File: config.mk
export PLATFORM = sky130hd
export DESIGN_NAME = key_entry_reg
export DESIGN_NICKNAME = d
export VERILOG_FILES = /design/src/rtl/key_entry_reg.sv
export SDC_FILE = /design/constraint.sdc
export NUM_CORES = 1
export LEC_CHECK = 0
export ABC_AREA = 1
export CAP_MARGIN = 20
export CORE_MARGIN = 5
export CORE_UTILIZATION = 40
export DETAILED_ROUTE_END_ITERATION = 8
export HOLD_SLACK_MARGIN = 0.05
export SYNTH_ARGS = -nofsm -noshare
export SYNTH_HDL_FRONTEND = slang
export SYNTH_SLANG_ARGS = --single-unit
File: constraint.sdc
create_clock -name clock -period 2.15 [get_ports clock]
set_clock_uncertainty 0.2 [all_clocks]
set_input_delay 0.215 -clock clock [delete_from_list [all_inputs] [get_ports clock]]
set_output_delay 0.215 -clock clock [all_outputs]
set_load 0.02 [all_outputs]
File: src/rtl/key_entry_reg.sv
// ---------------------------------------------------------------------------
// key_entry_reg
// Keypad entry buffer feeding the alarm register. Collects BCD digit keys
// into a four-digit HH:MM shift buffer, checks the buffer is a legal 24-hour
// time, and on the ALARM key issues a one-cycle load_new_alarm strobe while
// the entered digits are held stable. Stale entries are abandoned after
// TIMEOUT_SEC one_second pulses with no key.
//
// Parameters
//   TIMEOUT_SEC      : one_second pulses without a key before abandon (1..255)
// Ports
//   clock            : in  1  rising-edge clock
//   reset            : in  1  synchronous, active-high
//   key_in           : in  4  0-9 digit, A ALARM, B CLEAR, C-F ignored
//   key_valid        : in  1  key_in sampled when high
//   one_second       : in  1  timebase tick
//   new_alarm_ms_hr  : out 4  hours tens digit
//   new_alarm_ls_hr  : out 4  hours units digit
//   new_alarm_ms_min : out 4  minutes tens digit
//   new_alarm_ls_min : out 4  minutes units digit
//   load_new_alarm   : out 1  one-cycle commit strobe
//   entry_active     : out 1  high in ENTRY or COMMIT
//   entry_error      : out 1  one-cycle pulse on rejected commit
//   entry_timeout    : out 1  one-cycle pulse on inactivity abandon
//   digit_count      : out 3  digits entered, saturates at 4
// ---------------------------------------------------------------------------
module key_entry_reg #(
   parameter int unsigned TIMEOUT_SEC = 10
) (
   input  logic       clock,
   input  logic       reset,
   input  logic [3:0] key_in,
   input  logic       key_valid,
   input  logic       one_second,
   output logic [3:0] new_alarm_ms_hr,
   output logic [3:0] new_alarm_ls_hr,
   output logic [3:0] new_alarm_ms_min,
   output logic [3:0] new_alarm_ls_min,
   output logic       load_new_alarm,
   output logic       entry_active,
   output logic       entry_error,
   output logic       entry_timeout,
   output logic [2:0] digit_count
);

   localparam logic [3:0] KEY_ALARM = 4'hA;
   localparam logic [3:0] KEY_CLEAR = 4'hB;
   localparam logic [8:0] TIMEOUT_LIMIT = 9'(TIMEOUT_SEC);

   typedef enum logic [1:0] {
      IDLE   = 2'd0,
      ENTRY  = 2'd1,
      COMMIT = 2'd2
   } state_t;

   state_t      state, state_nxt;
   // {ms_hr, ls_hr, ms_min, ls_min}
   logic [15:0] digits_q, digits_nxt;
   logic [2:0]  count_q, count_nxt;
   logic [7:0]  timer_q, timer_nxt;
   logic        load_nxt, error_nxt, timeout_nxt, active_nxt;
   logic        active_q;

   logic        is_digit;
   logic        legal;
   logic [8:0]  tick_sum;

   assign is_digit = (key_in <= 4'd9);

   assign legal = (digits_q[15:12] <= 4'd2) &&
                  !((digits_q[15:12] == 4'd2) && (digits_q[11:8] > 4'd3)) &&
                  (digits_q[7:4] <= 4'd5);

   // Nine bits so the compare against the limit never wraps.
   assign tick_sum = {1'b0, timer_q} + 9'd1;

   always_comb begin
      state_nxt   = state;
      digits_nxt  = digits_q;
      count_nxt   = count_q;
      timer_nxt   = timer_q;
      load_nxt    = 1'b0;
      error_nxt   = 1'b0;
      timeout_nxt = 1'b0;

      unique case (state)
         IDLE: begin
            timer_nxt = '0;
            if (key_valid && is_digit) begin
               state_nxt  = ENTRY;
               digits_nxt = {digits_q[11:0], key_in};
               count_nxt  = 3'd1;
            end
         end

         ENTRY: begin
            // A valid key always wins over a coincident tick; the tick is dropped.
            if (key_valid) begin
               if (is_digit) begin
                  digits_nxt = {digits_q[11:0], key_in};
                  count_nxt  = (count_q == 3'd4) ? 3'd4 : count_q + 3'd1;
                  timer_nxt  = '0;
               end else if (key_in == KEY_ALARM) begin
                  if (legal) begin
                     state_nxt = COMMIT;
                     load_nxt  = 1'b1;
                  end else begin
                     state_nxt  = IDLE;
                     digits_nxt = '0;
                     count_nxt  = '0;
                     timer_nxt  = '0;
                     error_nxt  = 1'b1;
                  end
               end else if (key_in == KEY_CLEAR) begin
                  state_nxt  = IDLE;
                  digits_nxt = '0;
                  count_nxt  = '0;
                  timer_nxt  = '0;
               end
            end else if (one_second) begin
               if (tick_sum == TIMEOUT_LIMIT) begin
                  state_nxt   = IDLE;
                  digits_nxt  = '0;
                  count_nxt   = '0;
                  timer_nxt   = '0;
                  timeout_nxt = 1'b1;
               end else begin
                  timer_nxt = tick_sum[7:0];
               end
            end
         end

         COMMIT: begin
            state_nxt  = IDLE;
            digits_nxt = '0;
            count_nxt  = '0;
            timer_nxt  = '0;
         end

         default: begin
            state_nxt  = IDLE;
            digits_nxt = '0;
            count_nxt  = '0;
            timer_nxt  = '0;
         end
      endcase

      active_nxt = (state_nxt != IDLE);
   end

   always_ff @(posedge clock) begin
      if (reset) begin
         state          <= IDLE;
         digits_q       <= '0;
         count_q        <= '0;
         timer_q        <= '0;
         load_new_alarm <= 1'b0;
         entry_error    <= 1'b0;
         entry_timeout  <= 1'b0;
         active_q       <= 1'b0;
      end else begin
         state          <= state_nxt;
         digits_q       <= digits_nxt;
         count_q        <= count_nxt;
         timer_q        <= timer_nxt;
         load_new_alarm <= load_nxt;
         entry_error    <= error_nxt;
         entry_timeout  <= timeout_nxt;
         active_q       <= active_nxt;
      end
   end

   assign new_alarm_ms_hr  = digits_q[15:12];
   assign new_alarm_ls_hr  = digits_q[11:8];
   assign new_alarm_ms_min = digits_q[7:4];
   assign new_alarm_ls_min = digits_q[3:0];
   assign digit_count      = count_q;
   assign entry_active     = active_q;

endmodule

==> results of run 1 <==
registers in the layout (all words and copies together) (netlist names):
signal and flops:
digit_count 3, digits_q 16, entry_active 1, entry_error 1, entry_timeout 1, load_new_alarm 1, state 2, timer_q 8
power by group:
| part | total [mW] | internal [mW] | switching, mW |
|---|---|---|---|
| clock | 0.456 | 0.223 | 0.233 |
| combinational | 0.461 | 0.207 | 0.254 |
| sequential | 0.704 | 0.660 | 0.0436 |
area by class of cell:
cell class | instances | share of cell area, %
multi-input combinational | 193 | 41.5
tap | 52 | 2.76
clock inverter | 3 | 0.742
timing repair buffer | 47 | 19.2
sequential | 33 | 28.1
inverter | 27 | 4.82
clock buffer | 5 | 2.91
worst max path at each step:
stage | end | start | slack (ps) | depth (start not counted)
2_1_floorplan | digits_q[15] | digits_q[7] | 150 | 11
3_5_place_dp | digits_q[14] | key_in[1] | 20 | 12
4_1_cts | digits_q[9] | timer_q[0] | 50 | 13
3_3_place_gp | digits_q[5] | key_in[2] | 80 | 12
6_report | digits_q[14] | timer_q[1] | 160 | 14
5_1_grt | digits_q[15] | timer_q[2] | -7 | 13
kinds of logic (layout without fill, tap and decap cells):
family | count (synthesis) | in the layout
buffers and inverters | 34 | 82
adder cells (fa/ha/maj) | 4 | 4
AO/OA/AOI/OAI | 22 | 22
XOR/XNOR | 2 | 2
AND/OR/NAND/NOR | 163 | 165
flip-flops | 33 | 33
metrics by stage:
step	setup slack, ps	total power, mW	setup TNS (ps)	cells	hold WS [ps]
floorplan	148	0.988	0	258	93.5
global placement	82.2	1.16	0	350	286
detailed placement	23.7	1.17	0	350	288
CTS	46.3	1.63	0	358	300
global route	-7.26	1.72	-9.35	360	325
finish	157	1.62	0	360	296
synth_stat cells (all sizes together):
cell / count / share of area, %
o31ai: 1 / 0.43
nand2: 72 / 19
o21bai: 1 / 0.43
a21oi: 8 / 2.3
inv: 27 / 6.1
clkbuf: 5 / 1.1
buf: 2 / 1.8
o21ai: 8 / 2.3
a2111oi: 1 / 0.50
xor2: 1 / 0.50
nand3b: 1 / 0.43
ha: 4 / 2.9
nand3: 26 / 7.5
xnor2: 1 / 0.50
a211oi: 3 / 1.3
nor2: 60 / 14
dfxtp: 33 / 38
nor3: 2 / 0.57
nor4: 2 / 0.72
worst max-delay path, cell delays in order (launching register included):
cell      delay [ps]
dfxtp_2          360
ha_4             160
nand3_2          130
nor2_1           110
nand2_1           50
nand2_1           80
nor2_1            50
nand3_1          100
nand2_2           80
nand2_4          120
nand2_8           90
nand2_8          110
clkinv_8          90
nor2_1           100
nor2_1            40
per-layer routing:
metal	GRT usage [%]	wire [um]	vias up	part of all wire [%]
met5	0	0	-	0
met4	4.27	52	0	1.2
met3	4.02	209	5	5.0
met2	23.0	1930	33	46
met1	18.6	2020	787	48
li1	-	-	910	-
==> metrics.csv, run 1 <==
stage,metric,value,unit
outcome,status,"complete, no violations",
clock_tree,Clock Sinks,33,
worst_setup_path,CP endpoint kind,flop,
worst_setup_path,startpoint type of the worst setup path,flop,
global_routing,Tot GR Track Use,14.4,%
synthesis,syn_nets,270,
die,# IOs,31,
placed_design,Detail Placement HPWL,3020,um
sta,final setup vio count,0,
layout,# diodes,0,
drt,First-pass DRT Iterations,4,
hold_path,hold endpoint,digits_q[8],
synthesis,cell area after synthesis,0.00174,mm^2
layout,Syn-to-layout area delta,35.6,%
sta,fin crit share,92.7,%
sta,RSZ-0062 raised after global routing,true,
die,row cnt,24,
worst_setup_path,Reg2Reg Launch Point,timer_q[1],
drt,Iter 0 DRT Violations,55,
layout,Register Area,663,um^2
worst_setup_path,"critical path fanouts, max",15,
worst_setup_path,Setup CP Type,flop to flop,
clock_tree,CTS root buf,clkbuf_8,
die,Die Ht,76.0,um
synthesis,Simple-Gate Fraction of Synth Area,42.0,%
synthesis,Post-Syn Area per Cell,6.75,um^2
drt,Via density,4.82,
synthesis,yosys warns,0,
hold_path,Hold Path Class,flop to flop,
layout,most frequent cells in the layout,"66 x nand2_1, 50 x nor2_1, 31 x dfxtp_1",
clock_tree,post-cts sizing count,0,
drt,via count,1735,
layout,Final #Nets,319,
layout,final instance area,0.00236,mm^2
layout,Finished Core Util,55.0,%
synthesis,dominant combinational cell family by area after synthesis,simple AND/OR/NAND/NOR gates,
sta,Rel. slew slack,62.1,%
hold_path,min-delay src,digits_q[8],
die,starting density of the core,40.6,%
layout,multi-input logic area,980,um^2
worst_setup_path,Critical Path RT,2130,ps
sta,Worst Tran Pin Value,568,ps
die,die area,0.00577,mm^2
layout,share of layout cells above drive strength 1,15.9,%
die,die span in x,76.0,um
placed_design,Placed Area,0.00221,mm^2
worst_setup_path,crit path DAT,1980,ps
clock_tree,Max clock buf depth,2,
clock_tree,CTS Hold Bufs,0,
placed_design,routability-driven placement congestion ratio,0.781,
worst_setup_path,reg2reg path depth,14,
clock_tree,H-Tree Depth,2,
sta,Max Slew Vio Count,0,
synthesis,adder-cell share of the synthesized area,2.87,%
sta,Final Hold Fails,0,
sta,fmax,0.502,GHz
drt,DRT antenna net count,0,
synthesis,Syn Inst Count,258,
worst_setup_path,RR Endpoint,digits_q[14],
placed_design,port bufs,30,
synthesis,Netlist cell types,26,
layout,FILL cells,441,
flow_run,Max-Cap Viols,0,
sta,Tmin final,1990,ps
clock_tree,CTS Buf Count,5,
worst_setup_path,reg2reg setup slack,160,ps
global_routing,GRT Residual Overflow,0,
global_routing,vias in the first global route,1568,
drt,drt total wl,4210,um
power,worst vdd ir,304,uV
clock_tree,Clock Latency Late Sink,280,ps
global_routing,first-pass GRT wire length,7020,um
power,pwr/cell area,687,mW/mm^2
synthesis,portion of netlist area occupied by mux cells,0,%
synthesis,sequential area share after synthesis,37.9,%
synthesis,register bit total from synthesis,33,
clock_tree,clk slew on worst S/H paths,70,ps
drt,DR WL/cell,11.7,um
layout,"leading cell type in the layout, fill and taps excluded",nand2_1,
hold_path,Hold Crit Depth,2,
global_routing,largest net degree at the start of global routing,21,
power,Pleak,1.05,nW
clock_tree,TritonCTS clock tree,built,
drt,DR DRC count,0,
clock_tree,postcts setup bufs,0,
die,area of the core,0.00429,mm^2
synthesis,xor/xnor share of the synthesized area,1.01,%
synthesis,Synth Area in Compound Gates,7.26,%
global_routing,antenna violations before repair,0,
Note: power is estimated with default switching activity, not from simulation.
==> run 2: changes to the inputs <==
CORE_UTILIZATION = 52   (was 40)
PLACE_DENSITY = 0.79   (was default)
==> metrics.csv, run 2 (synthesis gave the netlist of run 1 again) <==
stage,metric,value,unit
drt,First-pass DRT Iterations,4,
layout,Finished Core Util,71.4,%
flow_run,Max-Cap Viols,0,
die,die area,0.00461,mm^2
global_routing,antenna violations before repair,0,
clock_tree,Clock Latency Late Sink,350,ps
layout,Largest Register,digits_q,
global_routing,vias in the first global route,1559,
placed_design,routability-driven placement congestion ratio,0.892,
worst_setup_path,Worst path max stage delay,420,ps
layout,max reg flops,16,
worst_setup_path,CP endpoint kind,flop,
hold_path,hold endpoint,entry_timeout,
worst_setup_path,Critical Path RT,2200,ps
global_routing,largest net degree at the start of global routing,21,
hold_path,Hold Crit Depth,2,
placed_design,port bufs,30,
drt,via count,1755,
hold_path,min-delay src,reset,
clock_tree,clk slew on worst S/H paths,100,ps
clock_tree,CTS Buf Count,5,
sta,fmax,0.499,GHz
drt,DRT antenna net count,0,
placed_design,Detail Placement HPWL,3050,um
die,starting density of the core,53.0,%
power,Pleak,1.05,nW
power,worst vdd ir,374,uV
worst_setup_path,"Cell Chain, Critical Path",nand2_1 > nor2_1 > nand2_1 > nand2_1 > nand2_1 > nor2_1 > nand3_1 > nand2_2 > nand2_4 > buf_4 > nand2_4 > nand3_1 > nand2_1 > nor2_1,
sta,final setup vio count,0,
die,area of the core,0.00328,mm^2
global_routing,GRT Residual Overflow,0,
layout,most frequent cells in the layout,"65 x nand2_1, 51 x nor2_1, 30 x clkdlybuf4s50_1",
layout,share of layout cells above drive strength 1,17.4,%
clock_tree,H-Tree Depth,2,
power,pwr/cell area,654,mW/mm^2
die,die span in x,67.9,um
worst_setup_path,RR Endpoint,digits_q[0],
worst_setup_path,reg2reg path depth,14,
clock_tree,CTS root buf,clkbuf_4,
die,# IOs,31,
worst_setup_path,Reg2Reg Launch Point,timer_q[4],
sta,Rel. slew slack,61.7,%
sta,WHS,303,ps
layout,final instance area,0.00234,mm^2
worst_setup_path,critical path's top delay family,simple AND/OR/NAND/NOR gates,
worst_setup_path,reg2reg setup slack,150,ps
layout,Syn-to-layout area delta,34.6,%
power,overall power,1.53,mW
layout,# diodes,0,
global_routing,Tot GR Track Use,20.1,%
sta,setup tns final,0,ps
layout,Final #Nets,322,
die,row cnt,21,
outcome,status,"complete, no violations",
clock_tree,Clock Sinks,33,
die,Die Ht,67.9,um
worst_setup_path,startpoint type of the worst setup path,flop,
drt,Via density,4.93,
drt,DR WL/cell,11.8,um
placed_design,Placed Area,0.00220,mm^2
sta,Worst Tran Pin Value,575,ps
drt,DR DRC count,0,
sta,fin crit share,93.1,%
worst_setup_path,CP Depth,14,
worst_setup_path,most numerous cell on the critical path,nand2_1,
layout,"leading cell type in the layout, fill and taps excluded",nand2_1,
global_routing,first-pass GRT wire length,6940,um
clock_tree,TritonCTS clock tree,built,
hold_path,Hold Path Class,input pin to flop,
clock_tree,Max clock buf depth,2,
worst_setup_path,CP max-delay cell,dfxtp_1,
sta,Tmin final,2000,ps
drt,Iter 0 DRT Violations,160,
sta,Max Slew Vio Count,0,
worst_setup_path,Setup CP Type,flop to flop,
worst_setup_path,Crit path buffers/inverters,1,
worst_setup_path,"critical path fanouts, max",8,
sta,Final Hold Fails,0,
worst_setup_path,crit path DAT,2050,ps
drt,drt total wl,4220,um
-- run 2: changes by cell type in the layout (fill, tap and decap cells not counted), moves of 2 or more --
cell,change
buf_4,+4
clkbuf_4,+5
dfxtp_1,-2
dfxtp_2,+2
clkbuf_8,-4
clkinv_2,-2
-- run 2: how the worst max path moves through the flow --
stage,start,end,slack [ps]
final,timer_q[4],digits_q[0],150
after floorplan,digits_q[7],digits_q[15],150
after global routing,timer_q[0],digits_q[3],-20
after detailed placement,key_in[3],digits_q[15],-30
after CTS,timer_q[0],digits_q[15],60
after global placement,key_valid,digits_q[7],50
-- run 2: report_power, final --
part | internal, mW | switching, mW | total, mW
registers | 0.660 | 0.0449 | 0.705
logic | 0.208 | 0.260 | 0.469
clock network | 0.154 | 0.205 | 0.359
-- run 2: repair_timing --
action	in CTS	in global routing
resized for setup	0	14
endpoints found under the setup margin	0	24
hold buffers	0	0
buffers inserted	0	1
-- run 2: worst register-to-register path, stage by stage, from the launching register on --
cell and delay [ps]:
dfxtp_1 420, nand2_1 120, nor2_1 160, nand2_1 70
nand2_1 60, nand2_1 70, nor2_1 100, nand3_1 100
nand2_2 90, nand2_4 70, buf_4 150, nand2_4 90
nand3_1 80, nand2_1 70, nor2_1 50
-- run 2: per-layer routing --
| metal | global-route usage, % | wire [um] |
|---|---|---|
| met1 | 28.2 | 2050 |
| met2 | 29.4 | 1830 |
| met3 | 3.94 | 273 |
| met4 | 9.68 | 63 |
| met5 | 0 | 0 |
-- run 2: layout make-up --
class / instances / area, um^2
clock buffers: 7 / 55.1
fillers: 276 / 941
inverters: 27 / 114
multi-input cells: 193 / 988
flip-flops and latches: 33 / 666
well taps: 46 / 57.6
repair buffers: 50 / 463
-- run 2: through the flow --
stage / std cells / setup WS, ps
floorplan: 258 / 148
global placement: 346 / 51.1
detailed placement: 346 / -30.2
CTS: 353 / 64.0
global route: 356 / -15.7
finish: 356 / 148
